`src/rtl/fpu_pkg.sv`:
```
// Shared FPU types and constants: converter state encoding, IEEE single layout,
// integer saturation limits.
package fpu_pkg;

  typedef enum logic [2:0] {
    ST_GET_A,
    ST_UNPACK,
    ST_ALIGN,
    ST_ROUND,
    ST_PACK,
    ST_PUT_Z
  } f2i_state_t;

  typedef struct packed {
    logic        sign;
    logic [7:0]  exp;
    logic [22:0] man;
  } fp32_t;

  localparam logic signed [9:0] FP_BIAS    = 10'sd127;
  localparam logic [31:0]       INT32_MAX  = 32'h7FFF_FFFF;
  localparam logic [31:0]       INT32_MIN  = 32'h8000_0000;
  localparam logic [31:0]       UINT32_MAX = 32'hFFFF_FFFF;

endpackage

```
`src/rtl/f2i_align.sv`:
```
// Barrel shifter placing the 24-bit significand at integer weight for exponent e,
// returning the integer magnitude plus guard/sticky of the discarded fraction.
module f2i_align
  import fpu_pkg::*;
(
  input  logic        [23:0] i_man,
  input  logic signed [9:0]  i_exp,
  output logic        [31:0] o_mag,
  output logic               o_guard,
  output logic               o_sticky
);

  logic [5:0]  w_sh;
  logic [63:0] w_shifted;

  // Shift range 0..32 covers e=-1 too, so the hidden bit lands in the guard slot.
  always_comb begin
    w_sh      = '0;
    w_shifted = '0;
    o_mag     = '0;
    o_guard   = 1'b0;
    o_sticky  = 1'b0;
    if (i_exp < -10'sd1) begin
      o_sticky = |i_man;
    end else if (i_exp <= 10'sd31) begin
      w_sh      = 6'(10'sd31 - i_exp);
      w_shifted = {i_man, 40'd0} >> w_sh;
      o_mag     = w_shifted[63:32];
      o_guard   = w_shifted[31];
      o_sticky  = |w_shifted[30:0];
    end
  end

endmodule

```
`src/rtl/float_to_int_conv.sv`:
```
// Multi-cycle IEEE single to 32-bit integer converter (FCVT.W.S / FCVT.WU.S) with stb/ack
// handshakes. Define F2I_RNE_EN to add input_rm and round-to-nearest-even; default is RTZ.
module float_to_int_conv
  import fpu_pkg::*;
#(
  parameter int unsigned NAN_POS_SAT = 1
) (
  input  logic        clk,
  input  logic        rst_n,
  input  logic [31:0] input_a,
  input  logic        input_signed,
`ifdef F2I_RNE_EN
  input  logic [0:0]  input_rm,
`endif
  input  logic        input_a_stb,
  output logic        input_a_ack,
  output logic [31:0] output_z,
  output logic        output_nv,
  output logic        output_nx,
  output logic        output_z_stb,
  input  logic        output_z_ack
);

  localparam logic [32:0] TWO_POW_31 = 33'h0_8000_0000;

  f2i_state_t         r_state;
  fp32_t              r_a;
  logic               r_signed;
`ifdef F2I_RNE_EN
  logic [0:0]         r_rm;
`endif
  logic               r_sign;
  logic signed [9:0]  r_exp;
  logic [23:0]        r_man;
  logic               r_nan;
  logic               r_inf;
  logic               r_zero;
  logic [31:0]        r_mag;
  logic               r_guard;
  logic               r_sticky;
  logic               r_big;
  logic [32:0]        r_rmag;
  logic [31:0]        r_val;
  logic               r_ack;
  logic               r_z_stb;
  logic [31:0]        r_z;
  logic               r_nv;
  logic               r_nx;

  logic [31:0]        w_mag;
  logic               w_guard;
  logic               w_sticky;
  logic               w_inc;
  logic [32:0]        w_sum;
  logic [31:0]        w_z;
  logic               w_nv;
  logic               w_nx;

  f2i_align u_align (
    .i_man    (r_man),
    .i_exp    (r_exp),
    .o_mag    (w_mag),
    .o_guard  (w_guard),
    .o_sticky (w_sticky)
  );

  always_comb begin
    w_inc = 1'b0;
`ifdef F2I_RNE_EN
    if (r_rm == 1'b1) w_inc = r_guard & (r_sticky | r_mag[0]);
`endif
    w_sum = {1'b0, r_mag} + {32'd0, w_inc};
  end

  // Saturation priority: NaN, then Inf/out-of-range exponent, then post-round range.
  always_comb begin
    w_z  = '0;
    w_nv = 1'b0;
    w_nx = 1'b0;
    if (r_zero) begin
      w_z = '0;
    end else if (r_nan) begin
      w_nv = 1'b1;
      if (r_signed) w_z = (NAN_POS_SAT != 0) ? INT32_MAX : INT32_MIN;
      else          w_z = UINT32_MAX;
    end else if (r_signed) begin
      if (r_inf || r_big || (!r_sign && r_rmag >= TWO_POW_31) ||
          (r_sign && r_rmag > TWO_POW_31)) begin
        w_nv = 1'b1;
        w_z  = r_sign ? INT32_MIN : INT32_MAX;
      end else begin
        w_z  = r_val;
        w_nx = r_guard | r_sticky;
      end
    end else begin
      if (r_sign && (r_inf || r_big || r_rmag != 33'd0)) begin
        w_nv = 1'b1;
        w_z  = '0;
      end else if (r_inf || r_big || r_rmag[32]) begin
        w_nv = 1'b1;
        w_z  = UINT32_MAX;
      end else begin
        w_z  = r_val;
        w_nx = r_guard | r_sticky;
      end
    end
  end

  always_ff @(posedge clk or negedge rst_n) begin
    if (!rst_n) begin
      r_state  <= ST_GET_A;
      r_a      <= '0;
      r_signed <= 1'b0;
`ifdef F2I_RNE_EN
      r_rm     <= '0;
`endif
      r_sign   <= 1'b0;
      r_exp    <= '0;
      r_man    <= '0;
      r_nan    <= 1'b0;
      r_inf    <= 1'b0;
      r_zero   <= 1'b0;
      r_mag    <= '0;
      r_guard  <= 1'b0;
      r_sticky <= 1'b0;
      r_big    <= 1'b0;
      r_rmag   <= '0;
      r_val    <= '0;
      r_ack    <= 1'b0;
      r_z_stb  <= 1'b0;
      r_z      <= '0;
      r_nv     <= 1'b0;
      r_nx     <= 1'b0;
    end else begin
      unique case (r_state)
        ST_GET_A: begin
          r_ack <= 1'b1;
          if (r_ack && input_a_stb) begin
            r_a      <= fp32_t'(input_a);
            r_signed <= input_signed;
`ifdef F2I_RNE_EN
            r_rm     <= input_rm;
`endif
            r_ack    <= 1'b0;
            r_state  <= ST_UNPACK;
          end
        end
        ST_UNPACK: begin
          r_sign  <= r_a.sign;
          r_man   <= {r_a.exp != 8'd0, r_a.man};
          r_exp   <= (r_a.exp == 8'd0) ? (10'sd1 - FP_BIAS)
                                       : ($signed({2'b00, r_a.exp}) - FP_BIAS);
          r_nan   <= (r_a.exp == 8'hFF) && (r_a.man != 23'd0);
          r_inf   <= (r_a.exp == 8'hFF) && (r_a.man == 23'd0);
          r_zero  <= (r_a.exp == 8'd0) && (r_a.man == 23'd0);
          r_state <= ST_ALIGN;
        end
        ST_ALIGN: begin
          r_mag    <= w_mag;
          r_guard  <= w_guard;
          r_sticky <= w_sticky;
          r_big    <= r_exp > 10'sd31;
          r_state  <= ST_ROUND;
        end
        ST_ROUND: begin
          r_rmag  <= w_sum;
          r_val   <= r_sign ? (~w_sum[31:0] + 32'd1) : w_sum[31:0];
          r_state <= ST_PACK;
        end
        ST_PACK: begin
          r_z     <= w_z;
          r_nv    <= w_nv;
          r_nx    <= w_nx;
          r_z_stb <= 1'b1;
          r_state <= ST_PUT_Z;
        end
        ST_PUT_Z: begin
          if (output_z_ack) begin
            r_z_stb <= 1'b0;
            r_state <= ST_GET_A;
          end
        end
        default: r_state <= ST_GET_A;
      endcase
    end
  end

  assign input_a_ack  = r_ack;
  assign output_z     = r_z;
  assign output_nv    = r_nv;
  assign output_nx    = r_nx;
  assign output_z_stb = r_z_stb;

endmodule
```
`config.mk`:
```
export PLATFORM = sky130hd
export DESIGN_NAME = float_to_int_conv
export DESIGN_NICKNAME = d
export VERILOG_FILES = /design/src/rtl/fpu_pkg.sv /design/src/rtl/f2i_align.sv /design/src/rtl/float_to_int_conv.sv
export SDC_FILE = /design/constraint.sdc
export NUM_CORES = 1
export LEC_CHECK = 0
export ABC_AREA = 1
export ABC_CLOCK_PERIOD_IN_PS = 6010
export CAP_MARGIN = 20
export CORE_ASPECT_RATIO = 1.4
export CORE_MARGIN = 2
export CORE_UTILIZATION = 50
export CTS_CLUSTER_DIAMETER = 40
export CTS_CLUSTER_SIZE = 30
export DETAILED_ROUTE_END_ITERATION = 12
export GPL_TIMING_DRIVEN = 0
export PLACE_DENSITY = 0.73
export SYNTH_ARGS = -nofsm -noshare
export SYNTH_HDL_FRONTEND = slang
export SYNTH_SLANG_ARGS = --single-unit
```
`constraint.sdc`:
```
create_clock -name clk -period 6.01 [get_ports clk]
set_clock_uncertainty 0.15 [all_clocks]
set_input_delay 1.202 -clock clk [delete_from_list [all_inputs] [get_ports clk]]
set_output_delay 1.202 -clock clk [all_outputs]
set_load 0.05 [all_outputs]
```
==> flow_summary_export.csv <==
group,metric,value,unit
finish,diodes,0,
timing,rsz0062_at_grt,"false",
grt,met3_usage,0.03147,
clock_tree,cts_buffers,26,
worst_setup_path,startpoint_type,"input port",
routing,drtIter0Drc,580,
clock_tree,tritoncts,"built",
grt,grt_usage,0.2837,
finish,area_growth,18.55,%
synthesis,yosysUniqueCellTypes,50,
finish,fill_cells,2082,
run,cap_violations,0,
synthesis,netlist_area,11080,um2
worst_setup_path,path_class,"in -> reg",
clock_tree,path_clk_slew,0.06,ns
grt,grt_util_met2,0.5137,
routing,vias,9812,
worst_setup_path,crit_fanout,10,
worst_setup_path,endpoint_kind,"flip-flop",
timing,max_freq,320.4,MHz
synthesis,netlist.area_leader.share,0.4677,
placed_design,dp_hpwl,25.46,mm
floorplan,io_pins,73,
floorplan,die_y,180.1,um
worst_setup_path,cp.required,6.26,ns
synthesis,synthArstFlopShare,1.000,
floorplan,start_util,0.5085,
power_and_ir_drop,vdd_drop_max,337.9,uV
placed_design,place_area,12200,um2
worst_hold_path,hold_path_startpoint,"r_rmag[29]",
grt,grt_max_degree,127,
grt,gr-max-usage-layer,"met2",
worst_setup_path,max_stage_delay,0.83,ns
worst_hold_path,hold_path.class,"reg -> reg",
worst_setup_path,cpMaxStageDelayCell,"nor2_1",
synthesis,yosysSeqAreaShare,0.4677,
floorplan,num_rows,64,
grt,grt_overflow,0,
timing,final_max_slew_viol_count,0,
routing,avgViaCountPerCell,5.454,
routing,wl_per_cell,18.04,um
routing,first_pass_iters,7,
grt,grt_pass1_vias,9756,
synthesis,ys_warn_count,0,
floorplan,core_area,21780,um2
timing,max-slew-margin-rel,0.2602,
power_and_ir_drop,p_leak,6.183,nW
synthesis,syn_area_per_cell,8.014,um2
clock_tree,cts_buffer_depth,3,
synthesis,yosysTopAreaCell,"dfrtp_1",
synthesis,postSynthCellCount,1382,
synthesis,synth_nets,1422,
clock_tree,numClockSinks,207,
timing,worstMarginPinSlew,1.101,ns
run_status,outcome,"complete, no violations",
finish,post-route-util,0.6028,
worst_setup_path,crit_chain,"clkdlybuf4s50_1 > nand2_1 > nor2_1 > buf_2 > mux2_2",
power_and_ir_drop,powerDensity,658.8,nW/um2
routing,routed_wl,32.46,mm
placed_design,portBuffers,72,
finish,drive_above_1_share,0.1205,
clock_tree,cts.root.buffer_cell,"clkbuf_16",
finish,layout.cells.most_common,"nand2_1",
grt,grt_first_pass_wirelength,51.81,mm
timing,hold_viol,0,
synthesis,ys_ff_latch,207,
clock_tree,cts-htree-levels,1,
finish,most-common-layout-cells,"nand2_1 (368), dfrtp_1 (207), o21ai_0 (139), nand3_1 (131), inv_1 (111)",
floorplan,die_area,23370,um2
worst_setup_path,timing.rr.start,"r_state[0]",
worst_setup_path,startpoint,"input_a_stb",
synthesis,ys_top_cells_by_area,"dfrtp_1 (47%), nand2_1 (12%), o21ai_0 (6.3%)",
timing,period_share,0.5193,
timing,finalCriticalPeriod,3.121,ns
clock_tree,postCtsHoldBufs,0,
clock_tree,insertion_delay,0.53,ns
grt,antenna_found_initial,0,
clock_tree,cts_setup_buffers,0,
placed_design,routabilityCongestion,1.005,
finish,final_cell_area,13130,um2
floorplan,die_w,129.8,um
finish,num-nets-final,1523,
timing,setup-violations-final,0,
synthesis,ys.flop_type,"dfrtp_1",
grt,gr-usage-met1,0.3142,
routing,drc_errors,0,
synthesis,synth_edf_count,0,
worst_setup_path,arrival,3.37,ns
clock_tree,cts_resized,0,
routing,antenna_left,0,
-- registers in the layout (all words and copies together) (netlist names), 3 cells and up --
signal	flops
r_state	3
r_a	32
r_exp	9
r_rmag	31
r_val	32
output_z	32
r_mag	32
r_man	24
-- cell families (layout without fill, tap and decap cells) --
logic type,count (synthesis),after routing,share of synthesized area
buffers and inverters,194,314,0.07558
xor gates and xnor gates,4,4,0.003164
muxes,13,13,0.01322
DFF,207,207,0.4677
AOI/OAI and AO/OA,258,258,0.1361
adders and majority gates,3,3,0.003389
and+or+nand+nor,703,703,0.3008
-- through the flow --
stage	setup TNS [ns]	setup WS [ns]	total power [W]	hold slack, ns	std cells
5_1_grt	0	2.851	0.009274	0.3552	1799
2_1_floorplan	0	3.504	0.005515	0.2926	1382
6_report	0	2.889	0.008649	0.3232	1799
4_1_cts	0	2.885	0.008648	0.3298	1799
3_5_place_dp	0	2.354	0.006974	0.3109	1752
3_3_place_gp	-1003.69	-4.872	0.006919	0.3074	1751
-- worst paths after layout --
path,slack (ns),cells after the start,end
min in group asynchronous,0.49,1,output_z[29]
max in group asynchronous,4.16,2,r_exp[4]
worst max-delay path,2.89,5,r_a[7]
worst max register to register,3.40,5,r_a[7]
worst min register to register,0.32,2,r_rmag[29]
worst min-delay path,0.32,2,r_rmag[29]
-- metal layers --
| layer | up-vias | routed length (um) |
|---|---|---|
| met4 | 0 | 2184 |
| met2 | 288 | 16920 |
| li1 | 4835 | - |
| met1 | 4584 | 12070 |
| met3 | 105 | 1278 |
| met5 | - | 0 |
-- power by group --
group	internal (W)	switching [W]	total, W	leakage (nW)
Combinational	0.00148	0.00320	0.00468	3.03
Sequential	0.00193	0.000399	0.00233	2.69
Clock	0.000987	0.000655	0.00164	0.460
-- layout make-up --
class	instances	area, um2	area share
plain buffers	69	360.3	0.02744
flip-flops and latches	207	5180	0.3945
multi-input cells	981	5059	0.3853
clock inverters	18	236.5	0.01801
clock buffers	29	693.2	0.05279
well taps	297	371.6	0.02830
inverters	125	476.7	0.03631
repair buffers	73	753.2	0.05737
-- Yosys cell counts (3+ instances only) --
cell type and n:
nand3_1 131, xor2_1 3, buf_6 5, nor2_1 71, inv_2 13, and2_1 5
dfrtp_1 207, a22o_1 3, nor4_1 10, o21ai_2 6, buf_1 3, a21oi_1 20
ha_1 3, buf_2 20, nand3_2 36, o21ai_0 139, nand2_2 13, inv_1 111
o21ai_1 11, o31ai_1 4, mux2_2 13, nand2_4 9, clkbuf_1 36, nand4_1 35
nor3_2 5, a31oi_1 12, o22ai_1 17, nor3_1 11, a32o_1 5, a21boi_0 31
nor2_2 3, nand2_1 368, buf_4 3
-- worst max-delay path, delay by kind of cell --
family / cells / cell delay (ns)
multiplexers: 1 / 0.37
buffers and inverters: 2 / 0.90
AND/OR/NAND/NOR: 2 / 0.88
No activity file was read; power rests on OpenSTA's default activity.
